**src/rtl/unum_mac_array.sv**
```systemverilog
// Multi-lane signed multiply-accumulate over vectors of beats, with a holding register
// that drains each finished vector while the next one accumulates.
module unum_mac_array #(
  parameter int unsigned LANES = 4,
  parameter int unsigned IN_W  = 16,
  parameter int unsigned ACC_W = 48,
  parameter int unsigned OUT_W = 32,
  parameter int unsigned CNT_W = 16
) (
  input  logic                   clk,
  input  logic                   rst,
  input  logic                   clr,
  input  logic                   in_valid,
  output logic                   in_ready,
  input  logic                   in_last,
  input  logic [LANES*IN_W-1:0]  op_a,
  input  logic [LANES*IN_W-1:0]  op_b,
  input  logic [LANES-1:0]       op_inf,
  output logic                   out_valid,
  input  logic                   out_ready,
  output logic [OUT_W-1:0]       out_sum,
  output logic                   out_overflow,
  output logic                   out_inf,
  output logic [CNT_W-1:0]       out_count
);

  localparam int unsigned PROD_W = 2 * IN_W;
  localparam logic [ACC_W-1:0] SatMax = {{(ACC_W-OUT_W+1){1'b0}}, {(OUT_W-1){1'b1}}};
  localparam logic [ACC_W-1:0] SatMin = {{(ACC_W-OUT_W+1){1'b1}}, {(OUT_W-1){1'b0}}};

  logic [LANES*PROD_W-1:0] prod, s1_prod_q;
  logic                    s1_valid_q, s1_last_q, s1_inf_q;
  logic [ACC_W-1:0]        acc_q, lane_sum, total;
  logic                    inf_acc_q;
  logic [CNT_W-1:0]        cnt_q, cnt_inc;
  logic                    hold_full_q, hold_ovf_q, hold_inf_q;
  logic [OUT_W-1:0]        hold_sum_q;
  logic [CNT_W-1:0]        hold_cnt_q;

  logic             stall, advance, load_hold, vec_inf, over_hi, over_lo;
  logic [OUT_W-1:0] sum_d;
  logic             ovf_d;

  // Operands are sign-extended to the product width so the multiply is exact.
  always_comb begin
    prod = '0;
    for (int i = 0; i < LANES; i++) begin
      prod[i*PROD_W +: PROD_W] =
          $signed({{IN_W{op_a[i*IN_W+IN_W-1]}}, op_a[i*IN_W +: IN_W]}) *
          $signed({{IN_W{op_b[i*IN_W+IN_W-1]}}, op_b[i*IN_W +: IN_W]});
    end
  end

  always_comb begin
    lane_sum = '0;
    for (int i = 0; i < LANES; i++) begin
      lane_sum = lane_sum + {{(ACC_W-PROD_W){s1_prod_q[i*PROD_W+PROD_W-1]}},
                             s1_prod_q[i*PROD_W +: PROD_W]};
    end
  end

  assign total   = acc_q + lane_sum;
  assign cnt_inc = (&cnt_q) ? cnt_q : cnt_q + CNT_W'(1);
  assign vec_inf = inf_acc_q | s1_inf_q;
  assign over_hi = $signed(total) > $signed(SatMax);
  assign over_lo = $signed(total) < $signed(SatMin);

  always_comb begin
    sum_d = total[OUT_W-1:0];
    ovf_d = 1'b0;
    if (vec_inf) begin
      sum_d = '0;
    end else if (over_hi) begin
      sum_d = {1'b0, {(OUT_W-1){1'b1}}};
      ovf_d = 1'b1;
    end else if (over_lo) begin
      sum_d = {1'b1, {(OUT_W-1){1'b0}}};
      ovf_d = 1'b1;
    end
  end

  // A closing beat cannot retire while the previous result is still unclaimed.
  assign stall     = s1_valid_q && s1_last_q && hold_full_q && !out_ready;
  assign in_ready  = !stall;
  assign advance   = s1_valid_q && !stall && !clr;
  assign load_hold = advance && s1_last_q;

  always_ff @(posedge clk or negedge rst) begin
    if (!rst) begin
      s1_valid_q  <= 1'b0;
      s1_last_q   <= 1'b0;
      s1_inf_q    <= 1'b0;
      s1_prod_q   <= '0;
      acc_q       <= '0;
      inf_acc_q   <= 1'b0;
      cnt_q       <= '0;
      hold_full_q <= 1'b0;
      hold_sum_q  <= '0;
      hold_ovf_q  <= 1'b0;
      hold_inf_q  <= 1'b0;
      hold_cnt_q  <= '0;
    end else begin
      if (clr) begin
        s1_valid_q <= 1'b0;
      end else if (!stall) begin
        s1_valid_q <= in_valid;
        if (in_valid) begin
          s1_prod_q <= prod;
          s1_inf_q  <= |op_inf;
          s1_last_q <= in_last;
        end
      end

      if (clr) begin
        acc_q     <= '0;
        inf_acc_q <= 1'b0;
        cnt_q     <= '0;
      end else if (advance) begin
        if (s1_last_q) begin
          acc_q     <= '0;
          inf_acc_q <= 1'b0;
          cnt_q     <= '0;
        end else begin
          acc_q     <= total;
          inf_acc_q <= vec_inf;
          cnt_q     <= cnt_inc;
        end
      end

      if (load_hold) begin
        hold_full_q <= 1'b1;
        hold_sum_q  <= sum_d;
        hold_ovf_q  <= ovf_d;
        hold_inf_q  <= vec_inf;
        hold_cnt_q  <= cnt_inc;
      end else if (hold_full_q && out_ready) begin
        hold_full_q <= 1'b0;
        hold_sum_q  <= '0;
        hold_ovf_q  <= 1'b0;
        hold_inf_q  <= 1'b0;
        hold_cnt_q  <= '0;
      end
    end
  end

  assign out_valid    = hold_full_q;
  assign out_sum      = hold_sum_q;
  assign out_overflow = hold_ovf_q;
  assign out_inf      = hold_inf_q;
  assign out_count    = hold_cnt_q;

endmodule
```
**config.mk**
```make
export PLATFORM = sky130hd
export DESIGN_NAME = unum_mac_array
export DESIGN_NICKNAME = d
export VERILOG_FILES = /design/src/rtl/unum_mac_array.sv
export SDC_FILE = /design/constraint.sdc
export NUM_CORES = 2
export LEC_CHECK = 0
export ABC_AREA = 1
export BUFFER_PORTS_ARGS = -buffer_cell sky130_fd_sc_hd__buf_2
export CORE_UTILIZATION = 55
export DETAILED_ROUTE_END_ITERATION = 10
export PLACE_DENSITY = 0.72
export SETUP_SLACK_MARGIN = 0.2
export SLEW_MARGIN = 20
export SYNTH_ARGS = -nofsm -noshare
export SYNTH_HDL_FRONTEND = slang
export SYNTH_SLANG_ARGS = --single-unit
```
**constraint.sdc**
```tcl
create_clock -name clk -period 6.7 [get_ports clk]
set_input_delay 1.34 -clock clk [delete_from_list [all_inputs] [get_ports clk]]
set_output_delay 1.34 -clock clk [all_outputs]
set_load 0.005 [all_outputs]
```
==> run summary <==
Status: completed
Register area share after synthesis: 0.108
WP buf/inv: 7
Setup TNS Final: 0 ps
Drc violations: 0
Crit Path Category: in2reg
Async set-reset flop share out of synthesis: 1.00
Crit share post-route: 0.948
Routed len/inst: 16.1 microns
Mapped cell area: 57500 sq um
CP max stage delay: 560 ps
Worst min path class: reg2reg
Cts hold-fix bufs: 0
Iteration-0 DRC Markers: 3135
Crit Path Max Fanout: 8
Crit end category: register
Max-slew violations: 0
CP delay by family, top: adder cells
Gpl congestion: 0.967
TritonCTS clock tree: yes
Cell Chain, Critical Path: clkbuf_4, buf_12, nand2_1, inv_1, fa_2, fa_2, buf_4, fa_1, inv_1, fa_1, fa_1, fa_1, inv_1, ha_1, a21oi_1, inv_1, a31oi_2, nor3_1, nor3_1, o21a_1, o41ai_1, or2_2, nand3_1, o21ai_0
Vias in the first global route: 50.6k
Vias: 47.6k
Max-cap violations: 0
FF+latch count, synth: 247
Dpl ws: -311 ps
Distinct cells, synth: 49
Setup ws final: 350 ps
Number of rows in the core area: 118
Die height: 325 microns
Least-Margin Pin Slew: 1060 ps
CTS H-tree lvls: 1
Synth Instances: 7394
Grt total ovfl: 0
First-pass GRT wire length: 253 mm
Synth Warn #: 0
Total GRT Usage: 0.296
Setup Viol. Count Final: 0
CTS Buf Count: 29
WP depth: 24
Antenna Nets Post-Route: 0
Ratio of cells with drive above 1 in the final layout: 0.148
Critical path required time: 7120 ps
Clk buf depth: 3
Achievable Freq: 0.157 GHz
Largest net degree at the start of global routing: 157
Number of synthesized flops with an enable pin: 0
I/O Buffers: 189
Rel. slew slack: 0.296
Core ar.: 103000 sq um
Syn_nets: 9058
Most frequent cells in the layout: inv_1 (2059), nand2_1 (1832), fa_1 (1099), buf_4 (607), ha_1 (389)
Worst Setup Start Kind: input port
CP max-delay cell: fa_2
Setup Skew: 34.5 ps
Clock transition at path regs: 60 ps
Total clock sinks: 247
Clock root cell: clkbuf_16
Syn_area_per_cell: 7.77 sq um
N_diodes: 0
IO Pins: 190
Initial Utilization: 0.555
CP arrival: 6770 ps
Fin nets: 9664
Drt first pass iters: 5
DIE AREA: 106000 sq um
Clk_lat worst skew: 590 ps
Final hold vios: 0
Final worst path period need: 6350 ps
Commonest non-fill, non-tap cell in the layout: inv_1
Routed vias/inst: 5.07
Top_reg_cell synth: dfrtp_1
Die X: 325 microns
Syn-to-layout area delta: 15.4%
RSZ-0062 raised after global routing: yes
Initial antenna violation count: 0
Routed wire length: 151 mm
Hold path depth: 2
Worst r2r path cells: 34
HPWL after detailed placement: 132 mm
[worst register-to-register path, delay by kind of cell (launching register included)]
kind / cells / cell delay (ps)
AND/OR/NAND/NOR: 18 / 2190
adder cells (fa/ha/maj): 5 / 1980
flip-flops: 1 / 330
AO/OA/AOI/OAI: 3 / 390
XOR/XNOR: 1 / 160
buffers and inverters: 7 / 930
[stage by stage]
stage	hold slack, ps	utilization	instance area [sq um]	instances
finish	476	0.641	66300	9402
global route	514	0.641	66300	9402
CTS	483	0.634	65600	9384
detailed placement	468	0.624	64600	9331
global placement	460	0.624	64600	9331
floorplan	453	-	58600	7394
[path summary, 6_finish.rpt]
path | to | slack (ps) | from
worst max-delay path | s1_prod_q[92] | 350 | op_b[38]
worst min-delay path | out_count[6] | 480 | out_count[6]
worst max register to register | out_overflow | 600 | s1_prod_q[33]
worst min register to register | out_count[6] | 480 | out_count[6]
max in group asynchronous | s1_prod_q[105] | 4480 | rst
min in group asynchronous | out_count[14] | 760 | rst
[metal layers]
| layer | up-vias | wire (microns) | track usage |
|---|---|---|---|
| met5 | - | 0 | 0 |
| met4 | 0 | 4490 | 0.0749 |
| met3 | 260 | 7760 | 0.0289 |
| met2 | 1277 | 74200 | 0.513 |
| met1 | 23400 | 64900 | 0.400 |
| li1 | 22700 | - | - |
[Yosys cell counts (10+ instances only)]
cell      count  area share
fa_1       1114        0.39
o21a_1       13      0.0017
a21oi_1     208       0.018
nand2_2      10      0.0011
xnor2_1      65      0.0099
a21o_1       11      0.0014
dfrtp_1     247        0.11
a31oi_1      27      0.0029
clkbuf_1    240       0.016
nor2_2       10      0.0011
nor2_1      231       0.015
or2_2       108       0.012
inv_1      2072        0.14
o22ai_1      36      0.0039
nor4_1       11      0.0012
nand3_2      22      0.0038
nor3_1       39      0.0034
nand2_1    1862        0.12
o21bai_1     15      0.0020
nand3_1     171       0.015
inv_2        10     0.00065
xor2_1       85       0.013
nand4_1      46      0.0050
ha_1        412       0.090
o21ai_0     271       0.024
[final cells by class]
cell class | instances | area [sq um]
Clock buffer | 35 | 788
Clock inverter | 18 | 255
Fill cell | 9049 | 37200
Inverter | 2086 | 7840
Multi-Input combinational cell | 4814 | 43300
Sequential cell | 247 | 6180
Tap cell | 1380 | 1730
Timing Repair Buffer | 821 | 6200
Timing Repair inverter | 1 | 5.00
[flip-flops by register name, indices dropped and copies added, names as in the netlist, 16 cells and up]
name / flops
out_count: 16
acc_q: 48
s1_prod_q: 128
cnt_q: 16
out_sum: 32
[kinds of logic (layout without fill, tap and decap cells)]
| group | count (synthesis) | count (layout) | synth area share |
|---|---|---|---|
| compound gates | 620 | 620 | 0.0587 |
| simple gates | 2517 | 2517 | 0.180 |
| xor+xnor | 150 | 150 | 0.0229 |
| buf+inv | 2333 | 2961 | 0.153 |
| mux | 1 | 1 | 0.000174 |
| fa+ha+maj | 1526 | 1526 | 0.478 |
| flops | 247 | 247 | 0.108 |
[repair_timing]
item / in CTS / in global routing
pin swaps: 0 / 47
endpoints found under the setup margin: 7 / 74
gates resized for setup: 1 / 174
buffers inserted: 0 / 16
cloned: 0 / 2
Power is left out: the tool's default activity adds up to more than one toggle a clock period on the data nets, which glitch-free logic cannot reach.
